`src/rtl/crc_seq_pkg.sv`:
```
// rtl/crc_seq_pkg.sv - shared state encoding, report command code and header field helpers
package crc_seq_pkg;

   typedef enum logic [2:0] {
      ST_IDLE   = 3'd0,
      ST_HDR    = 3'd1,
      ST_BODY   = 3'd2,
      ST_CHECK  = 3'd3,
      ST_REPORT = 3'd4
   } seq_state_e;

   localparam logic [3:0] CMD_REPORT_DFLT = 4'hE;

   // Header byte layout: CRC_M in the upper nibble, CMD in the lower nibble.
   function automatic logic [3:0] hdr_crc_m(input logic [7:0] hdr);
      return hdr[7:4];
   endfunction

   function automatic logic [3:0] hdr_cmd(input logic [7:0] hdr);
      return hdr[3:0];
   endfunction

endpackage

```
`src/rtl/crc_seq_sat_cnt.sv`:
```
// rtl/crc_seq_sat_cnt.sv - saturating event counter
module crc_seq_sat_cnt #(
   parameter int unsigned W = 8
) (
   input  logic         sys_clk,
   input  logic         sys_resetb,
   input  logic         inc,
   output logic [W-1:0] cnt
);

   logic [W-1:0] cnt_q, cnt_d;

   // Increment on request, sticking at all-ones.
   always_comb begin
      cnt_d = cnt_q;
      if (inc && (cnt_q != {W{1'b1}})) begin
         cnt_d = cnt_q + 1'b1;
      end
   end

   // Count register.
   always_ff @(posedge sys_clk or negedge sys_resetb) begin
      if (!sys_resetb) begin
         cnt_q <= '0;
      end else begin
         cnt_q <= cnt_d;
      end
   end

   assign cnt = cnt_q;

endmodule

```
`src/rtl/crc_frame_sequencer.sv`:
```
// rtl/crc_frame_sequencer.sv - receive frame sequencer driving the serial CRC checker
module crc_frame_sequencer
   import crc_seq_pkg::*;
#(
   parameter int unsigned PAYLOAD_BYTES = 2,
   parameter int unsigned REPORT_BITS   = 16,
   parameter int unsigned TIMEOUT       = 255,
   parameter int unsigned CNT_W         = 8,
   parameter logic [3:0]  CMD_REPORT    = CMD_REPORT_DFLT
) (
   input  logic                   sys_clk,
   input  logic                   sys_resetb,
   input  logic                   rx_sof,
   input  logic                   rx_bit,
   input  logic                   rx_bit_vld,
   output logic                   crc_enable,
   output logic                   crc_data,
   output logic [3:0]             crc_cmd,
   output logic [3:0]             crc_m,
   output logic                   crc_init,
   input  logic                   crc_cts,
   input  logic                   crc_cts_err,
   output logic                   frm_ok,
   output logic                   frm_err,
   output logic                   frm_abort,
   output logic [3:0]             frm_cmd,
   output logic [REPORT_BITS-1:0] rpt_data,
   output logic                   rpt_vld,
   output logic [CNT_W-1:0]       ok_cnt,
   output logic [CNT_W-1:0]       err_cnt,
   output logic                   busy
);

   localparam int unsigned BODY_BITS = PAYLOAD_BYTES * 8;
   localparam int unsigned MAX_BITS  = (BODY_BITS > REPORT_BITS) ? BODY_BITS : REPORT_BITS;
   localparam int unsigned BCNT_W    = $clog2(MAX_BITS);
   localparam int unsigned IDLE_W    = (TIMEOUT > 1) ? $clog2(TIMEOUT) : 1;

   seq_state_e             state_q, state_d;
   logic [BCNT_W-1:0]      bcnt_q, bcnt_d;
   logic [IDLE_W-1:0]      idle_q, idle_d;
   logic [7:0]             hdr_q, hdr_d, hdr_new;
   logic [REPORT_BITS:0]   rpt_new;
   logic [REPORT_BITS-1:0] rpt_sh_q, rpt_sh_d, rpt_data_q, rpt_data_d;
   logic [3:0]             crc_m_q, crc_m_d, crc_cmd_q, crc_cmd_d, frm_cmd_q, frm_cmd_d;
   logic                   crc_enable_q, crc_enable_d, crc_data_q, crc_data_d;
   logic                   crc_init_q, crc_init_d, rpt_vld_q, rpt_vld_d;
   logic                   frm_ok_q, frm_ok_d, frm_err_q, frm_err_d, frm_abort_q, frm_abort_d;
   logic                   in_frame, sof_abort, init_slot;

   assign hdr_new   = {hdr_q[6:0], rx_bit};
   assign rpt_new   = {rpt_sh_q, rx_bit};
   assign in_frame  = (state_q == ST_HDR) || (state_q == ST_BODY) || (state_q == ST_REPORT);
   // CHECK waits for the last forwarded bit to drain before clearing the checker.
   assign init_slot = (state_q == ST_CHECK) && !crc_enable_q;

   // Next-state, bit framing, forwarding and verdict decode.
   always_comb begin
      state_d      = state_q;
      bcnt_d       = bcnt_q;
      idle_d       = idle_q;
      hdr_d        = hdr_q;
      rpt_sh_d     = rpt_sh_q;
      rpt_data_d   = rpt_data_q;
      crc_m_d      = crc_m_q;
      crc_cmd_d    = crc_cmd_q;
      frm_cmd_d    = frm_cmd_q;
      crc_enable_d = 1'b0;
      crc_data_d   = crc_data_q;
      crc_init_d   = 1'b0;
      frm_ok_d     = 1'b0;
      frm_err_d    = 1'b0;
      frm_abort_d  = 1'b0;
      rpt_vld_d    = 1'b0;
      sof_abort    = 1'b0;
      if (rx_sof && rx_bit_vld && (state_q != ST_CHECK)) begin
         // A new frame always wins; an open frame is aborted and the checker
         // cleared in this cycle so the new header bit lands in a clean CRC.
         sof_abort    = in_frame;
         frm_abort_d  = in_frame;
         state_d      = ST_HDR;
         bcnt_d       = BCNT_W'(6);
         idle_d       = '0;
         hdr_d        = {7'd0, rx_bit};
         crc_enable_d = 1'b1;
         crc_data_d   = rx_bit;
      end else begin
         case (state_q)
            ST_HDR, ST_BODY, ST_REPORT: begin
               if (rx_bit_vld) begin
                  crc_enable_d = 1'b1;
                  crc_data_d   = rx_bit;
                  idle_d       = '0;
                  bcnt_d       = (bcnt_q == '0) ? bcnt_q : bcnt_q - 1'b1;
                  if (state_q == ST_HDR) begin
                     hdr_d = hdr_new;
                     if (bcnt_q == '0) begin
                        crc_m_d   = hdr_crc_m(hdr_new);
                        crc_cmd_d = hdr_cmd(hdr_new);
                        bcnt_d    = BCNT_W'(BODY_BITS - 1);
                        state_d   = ST_BODY;
                     end
                  end else if (state_q == ST_BODY) begin
                     if (bcnt_q == '0) begin
                        state_d = ST_CHECK;
                     end
                  end else begin
                     rpt_sh_d = rpt_new[REPORT_BITS-1:0];
                     if (bcnt_q == '0) begin
                        rpt_data_d = rpt_new[REPORT_BITS-1:0];
                        rpt_vld_d  = 1'b1;
                        state_d    = ST_IDLE;
                     end
                  end
               end else if (idle_q == IDLE_W'(TIMEOUT - 1)) begin
                  frm_abort_d = 1'b1;
                  crc_init_d  = 1'b1;
                  state_d     = ST_IDLE;
               end else begin
                  idle_d = idle_q + 1'b1;
               end
            end
            ST_CHECK: begin
               if (rx_bit_vld) begin
                  // Bit dropped; clear the checker later only if it was not cleared now.
                  frm_abort_d = 1'b1;
                  crc_init_d  = crc_enable_q;
                  state_d     = ST_IDLE;
               end else if (init_slot) begin
                  frm_cmd_d = crc_cmd_q;
                  if (crc_cts && !crc_cts_err) begin
                     frm_ok_d = 1'b1;
                     bcnt_d   = BCNT_W'(REPORT_BITS - 1);
                     idle_d   = '0;
                     rpt_sh_d = '0;
                     state_d  = (crc_cmd_q == CMD_REPORT) ? ST_REPORT : ST_IDLE;
                  end else begin
                     frm_err_d = 1'b1;
                     state_d   = ST_IDLE;
                  end
               end
            end
            default: begin
            end
         endcase
      end
   end

   // State and output registers.
   always_ff @(posedge sys_clk or negedge sys_resetb) begin
      if (!sys_resetb) begin
         state_q      <= ST_IDLE;
         bcnt_q       <= '0;
         idle_q       <= '0;
         hdr_q        <= '0;
         rpt_sh_q     <= '0;
         rpt_data_q   <= '0;
         crc_m_q      <= '0;
         crc_cmd_q    <= '0;
         frm_cmd_q    <= '0;
         crc_enable_q <= 1'b0;
         crc_data_q   <= 1'b0;
         crc_init_q   <= 1'b0;
         frm_ok_q     <= 1'b0;
         frm_err_q    <= 1'b0;
         frm_abort_q  <= 1'b0;
         rpt_vld_q    <= 1'b0;
      end else begin
         state_q      <= state_d;
         bcnt_q       <= bcnt_d;
         idle_q       <= idle_d;
         hdr_q        <= hdr_d;
         rpt_sh_q     <= rpt_sh_d;
         rpt_data_q   <= rpt_data_d;
         crc_m_q      <= crc_m_d;
         crc_cmd_q    <= crc_cmd_d;
         frm_cmd_q    <= frm_cmd_d;
         crc_enable_q <= crc_enable_d;
         crc_data_q   <= crc_data_d;
         crc_init_q   <= crc_init_d;
         frm_ok_q     <= frm_ok_d;
         frm_err_q    <= frm_err_d;
         frm_abort_q  <= frm_abort_d;
         rpt_vld_q    <= rpt_vld_d;
      end
   end

   crc_seq_sat_cnt #(.W(CNT_W)) u_ok_cnt (
      .sys_clk    (sys_clk),
      .sys_resetb (sys_resetb),
      .inc        (frm_ok_d),
      .cnt        (ok_cnt)
   );

   crc_seq_sat_cnt #(.W(CNT_W)) u_err_cnt (
      .sys_clk    (sys_clk),
      .sys_resetb (sys_resetb),
      .inc        (frm_err_d | frm_abort_d),
      .cnt        (err_cnt)
   );

   // The sof-abort clear displaces the stale bit of the aborted frame.
   assign crc_enable = crc_enable_q & ~sof_abort;
   assign crc_init   = crc_init_q | init_slot | sof_abort;
   assign crc_data   = crc_data_q;
   assign crc_cmd    = crc_cmd_q;
   assign crc_m      = crc_m_q;
   assign frm_ok     = frm_ok_q;
   assign frm_err    = frm_err_q;
   assign frm_abort  = frm_abort_q;
   assign frm_cmd    = frm_cmd_q;
   assign rpt_data   = rpt_data_q;
   assign rpt_vld    = rpt_vld_q;
   assign busy       = (state_q != ST_IDLE);

endmodule
```
`config.mk`:
```
export PLATFORM = sky130hd
export DESIGN_NAME = crc_frame_sequencer
export DESIGN_NICKNAME = d
export VERILOG_FILES = /design/src/rtl/crc_seq_pkg.sv /design/src/rtl/crc_seq_sat_cnt.sv /design/src/rtl/crc_frame_sequencer.sv
export SDC_FILE = /design/constraint.sdc
export NUM_CORES = 1
export LEC_CHECK = 0
export ABC_AREA = 1
export CELL_PAD_IN_SITES_DETAIL_PLACEMENT = 1
export CELL_PAD_IN_SITES_GLOBAL_PLACEMENT = 1
export CORE_MARGIN = 4
export CORE_UTILIZATION = 45
export CTS_BUF_LIST = sky130_fd_sc_hd__clkbuf_4 sky130_fd_sc_hd__clkbuf_8
export DETAILED_ROUTE_END_ITERATION = 7
export GPL_ROUTABILITY_DRIVEN = 0
export PLACE_DENSITY_LB_ADDON = 0.1
export SETUP_SLACK_MARGIN = 0.15
export SYNTH_ARGS = -nofsm -noshare
export SYNTH_HDL_FRONTEND = slang
export SYNTH_SLANG_ARGS = --single-unit
```
`constraint.sdc`:
```
create_clock -name sys_clk -period 5.63 [get_ports sys_clk]
set_clock_uncertainty 0.1 [all_clocks]
set_input_delay 1.4075 -clock sys_clk [delete_from_list [all_inputs] [get_ports sys_clk]]
set_output_delay 1.4075 -clock sys_clk [all_outputs]
set_load 0.02 [all_outputs]
```
== After elaboration in Yosys (flattened, before gate mapping) ==
Index checks and enable logic that the tools add are counted.

* Register bits after elaboration: 88

* Add/subtract/negate cells: 4
* Equality and inequality tests: 23
* Multiplexer cells: 70
* Bitwise gates (word level): 9
* Reduce and logical (&&, ||, !) cells: 27

{| class="wikitable"
|+ Operator list
! cell !! number
|-
| 2-to-1 mux 15 bit || 6
|-
| 2-to-1 mux 8 bit || 6
|-
| 2-to-1 mux 3 bit || 12
|-
| 2-to-1 mux 4 bit || 8
|-
| one-hot mux 15 bit (2 select lines) || 1
|-
| 2-to-1 mux 1 bit || 28
|-
| 2-to-1 mux 7 bit || 4
|-
| adder 8 x 1 -> 8 bit, second input constant || 3
|-
| != test 8 bit, second input constant || 2
|-
| one-hot mux 8 bit (2 select lines) || 1
|-
| AND reduction 5 bit || 3
|-
| != test 4 bit, second input constant || 3
|-
| != test 2 bit, second input constant || 5
|-
| != test 3 x 2 -> 1 bit, second input constant || 3
|-
| == test 8 bit, second input constant || 1
|-
| one-hot mux 4 bit (2 select lines) || 1
|-
| AND reduction 4 bit || 2
|-
| AND reduction 8 bit || 1
|-
| nonzero test 2 bit || 4
|-
| == test 3 x 2 -> 1 bit, second input constant || 2
|-
| logical AND 1 bit || 6
|-
| one-hot mux 3 bit (2 select lines) || 1
|-
| AND reduction 6 bit || 1
|-
| nonzero test 3 bit || 2
|-
| 18 further kinds || 27
|}

== Depth between registers and ports, before layout ==
* Word-level depth: 9
* Gate-level depth with buffers: 12

== Modules after synthesis ==
Synthesis repeated with hierarchy kept, for this count alone.

* Cell total of the unflattened synthesis: 525
* Area, all modules: 4,280.4 um2

{| class="wikitable"
|+ By module, submodules not included
! module !! times used !! cells an instance !! area an instance (um2) !! sequential area each (um2)
|-
| crc_frame_sequencer || 1 || 401 || 3,367.0 || 1,801.7
|-
| crc_seq_sat_cnt || 2 || 62 || 456.7 || 200.2
|}

== Worst setup path after synthesis ==
OpenSTA, ideal clock, no wires.

* Path kind: input port to output port
* From: input port rx_bit_vld
* To: output port crc_init
* Arrival time: 2.246 ns
* Data required time: 4.123 ns
* Slack: 1.876 ns
* Stages: 5
* Buffers on the path: 1
* Path through: buf_2 nand2_1 nor2_2 nand2_1 nand2_1

* Cells in the longest elaborated chain, start to end: 4

{| class="wikitable"
|+ RTL lines
! item !! line !! RTL
|-
| start: declaration || crc_frame_sequencer.sv:15 || <nowiki>input logic rx_bit_vld,</nowiki>
|-
| logical AND 1 bit (2 in series) || crc_frame_sequencer.sv:76 || <nowiki>if (rx_sof && rx_bit_vld && (state_q != ST_CHECK)) begin</nowiki>
|-
| 2-to-1 mux 1 bit || crc_frame_sequencer.sv:76 ||
|-
| bitwise OR 1 bit || crc_frame_sequencer.sv:204 || <nowiki>assign crc_init = crc_init_q | init_slot | sof_abort;</nowiki>
|-
| end: declaration || crc_frame_sequencer.sv:20 || <nowiki>output logic crc_init,</nowiki>
|}

No other way between the ends.

== Final worst setup path ==
Ends and elaborated chain as after synthesis.

==> results_dict.tcl <==
set metrics [dict create \
    ys_seq_area_share_pct 52.9 \
    finalCriticalPeriod_ps 5000 \
    cp_top_family "buffers and inverters" \
    synth.most_common_cell "nand2_1" \
    drive_gt1_share_pct 7.97 \
    io_buffers 58 \
    first_iter_violations 157 \
    outcome "finished clean" \
    leakage_uw 0.00243 \
    antenna_found_initial 0 \
    clkTransAtPathRegs_ps 80 \
    place_ws_ps 652 \
    start_util_pct 47.0 \
    crit_required_ps 4120 \
    synthFlopType "dfrtp_1" \
    setup_viol 0 \
    core-area_um2 8850 \
    fmax_ghz 0.200 \
    synthTopCellsByArea "dfrtp_1, nand2_1, nand3_1" \
    worstPathBufferInverterCount 2 \
    slew_violations 0 \
    ys_warn_count 0 \
    grt_overflow 0 \
    ys_ff_latch 88 \
    critPathMaxStageDelay_ps 670 \
    synth_common_cells "nand2_1, dfrtp_1, inv_1" \
    vias_per_cell 5.21 \
    grt_pass1_wl_mm 17.7 \
    grt_max_degree 46 \
    syn-cell-area_um2 4160 \
    synthCells 489 \
    crit_fanout 9 \
    yosysUniqueCellTypes 32 \
    num_antenna_cells 0 \
    vias 3437 \
    syn_nets 502 \
    cp.arrival_ps 3490 \
    wl_per_cell_um 15.5 \
    worst_setup_path_start_kind "primary input" \
    holdPathStages 2 \
    grt_usage_pct 19.8 \
    remaining_drc_errors 0 \
    clock-sinks 88 \
    die_h_um 104 \
    critPathKind "in2out" \
    setup_slack_ps 631 \
    rsz0062_at_grt "no" \
    cp_common_cell "nand2_1" \
    synth_top_cell_by_area "dfrtp_1" \
    postCtsSetupBuffers 0 \
    place_hpwl_mm 7.20 \
    hold_path_class "reg2reg" \
    cts_max_level 3 \
    synthToLayoutAreaGrowth_pct 21.6 \
    cp_slowest_cell "clkdlybuf4s50_1" \
    ir_worst_vdd_v 0.000161 \
    holdBufCountCts 0 \
    maxSlewHeadroom_pct 53.0 \
    synth_top_area_share_pct 52.9 \
    drv_cap 0 \
    wirelength_mm 10.2 \
    setup_tns_ps 0 \
    first_pass_iters 4 \
    numCtsBuffers 9 \
    clk_latency_ps 360 \
    avgSynthCellArea_um2 8.51 \
    synth_edf_count 0 \
    fin_crit_sh_pct 88.8 \
    path_cells "clkdlybuf4s50_1 > nand2_1 > nor2_2 > nand2_1 > nand2_1 > clkdlybuf4s50_1" \
    die_area_um2 10800 \
    cts_resized 0 \
    ff2ff_path_depth 6 \
    cts_max_path_buffers 2 \
    cts_tree "built" \
    nNetsFinal 561 \
    ant_nets 0 \
    async_reset_ff_share_pct 100 \
    io_pins 59 \
    die_w_um 104 \
    root_buffer "clkbuf_8" \
    cp.depth 6 \
    rows 34 \
    finalHoldViolCount 0 \
    worst_slew_pin_slew_ps 703 \
    pwr_density_cell_nw_per_um2 370 \
    cp-end-kind "primary output" \
    first_global_vias 3671 \
]
==> placed cells by master, fill, tap and decap left out, types with 4 or more instances in the layout <==
cell type,n
o21ai_0,23
clkbuf_8,9
nor2_2,4
nand3_1,45
buf_4,4
xnor2_1,5
nor2_1,39
xor2_1,9
nand2_2,7
a21oi_1,4
o21ai_1,23
inv_1,51
dfrtp_1,88
o22ai_1,6
clkdlybuf4s50_1,57
ha_1,6
nand2_1,141
nand4_1,6
==> worst register-to-register path, cell delays in order, from the launching register on <==
cell and delay, ps:
dfrtp_1 460, inv_2 120, nand3_1 440, a211oi_4 790, nand2_2 380, nand2_1 170
nand2_1 80
==> per-stage QoR <==
| stage | power (uW) | cells | hold WS, ps | utilization, % | cell area (um^2) |
|---|---|---|---|---|---|
| 2_1_floorplan | 1160 | 489 | 342 | - | 4160 |
| 3_3_place_gp | 1330 | 645 | 354 | 54.5 | 4820 |
| 3_5_place_dp | 1360 | 645 | 361 | 54.5 | 4820 |
| 4_1_cts | 1890 | 660 | 384 | 57.2 | 5060 |
| 5_1_grt | 2000 | 660 | 418 | 57.2 | 5060 |
| 6_report | 1870 | 660 | 382 | 57.2 | 5060 |
==> power by group <==
group          leakage, uW  internal (uW)  switching, uW  total (uW)
Clock             0.000116            298            230         528
Sequential         0.00119            709           70.6         779
Combinational      0.00112            196            370         566
==> kinds of logic after synthesis <==
logic type	share of synthesized area, %
and+or+nand+nor	27.0
DFF	52.9
buffers and inverters	6.62
AOI/OAI and AO/OA	7.85
xor gates and xnor gates	2.95
adders and majority gates	1.80
muxes	0.812
==> worst paths after layout <==
| path | slack (ps) | to | from |
|---|---|---|---|
| max in group asynchronous | 3450 | rpt_sh_q[9] | sys_resetb |
| worst max register to register | 2990 | rpt_sh_q[12] | state_q[2] |
| min in group asynchronous | 950 | idle_q[5] | sys_resetb |
| worst min-delay path | 380 | rpt_sh_q[8] | rpt_sh_q[8] |
| worst max-delay path | 630 | crc_init | rx_bit_vld |
| worst min register to register | 380 | rpt_sh_q[8] | rpt_sh_q[8] |
==> routing by layer <==
layer / GRT usage [%] / up-vias / wire, um
met4: 6.08 / 0 / 118
met5: 0 / - / 0
met2: 32.7 / 59 / 4920
met3: 3.97 / 11 / 358
met1: 26.3 / 1698 / 4810
li1: - / 1669 / -
==> registers in the layout (all words and copies together) (netlist names), 4 cells and up <==
register / cells
rpt_data: 16
rpt_sh_q: 15
idle_q: 8
u_err_cnt.cnt: 8
u_ok_cnt.cnt: 8
hdr_q: 7
bcnt_q: 4
crc_cmd: 4
crc_m: 4
frm_cmd: 4
==> final cells by class <==
class	instances	area (um^2)
Clock buffer	10	131
Clock inverter	5	106
Fill cell	1074	3790
Inverter	53	199
Multi-Input combinational cell	335	1680
Sequential cell	88	2200
Tap cell	108	135
Timing Repair Buffer	61	601
No activity file was read; power rests on OpenSTA's default activity.
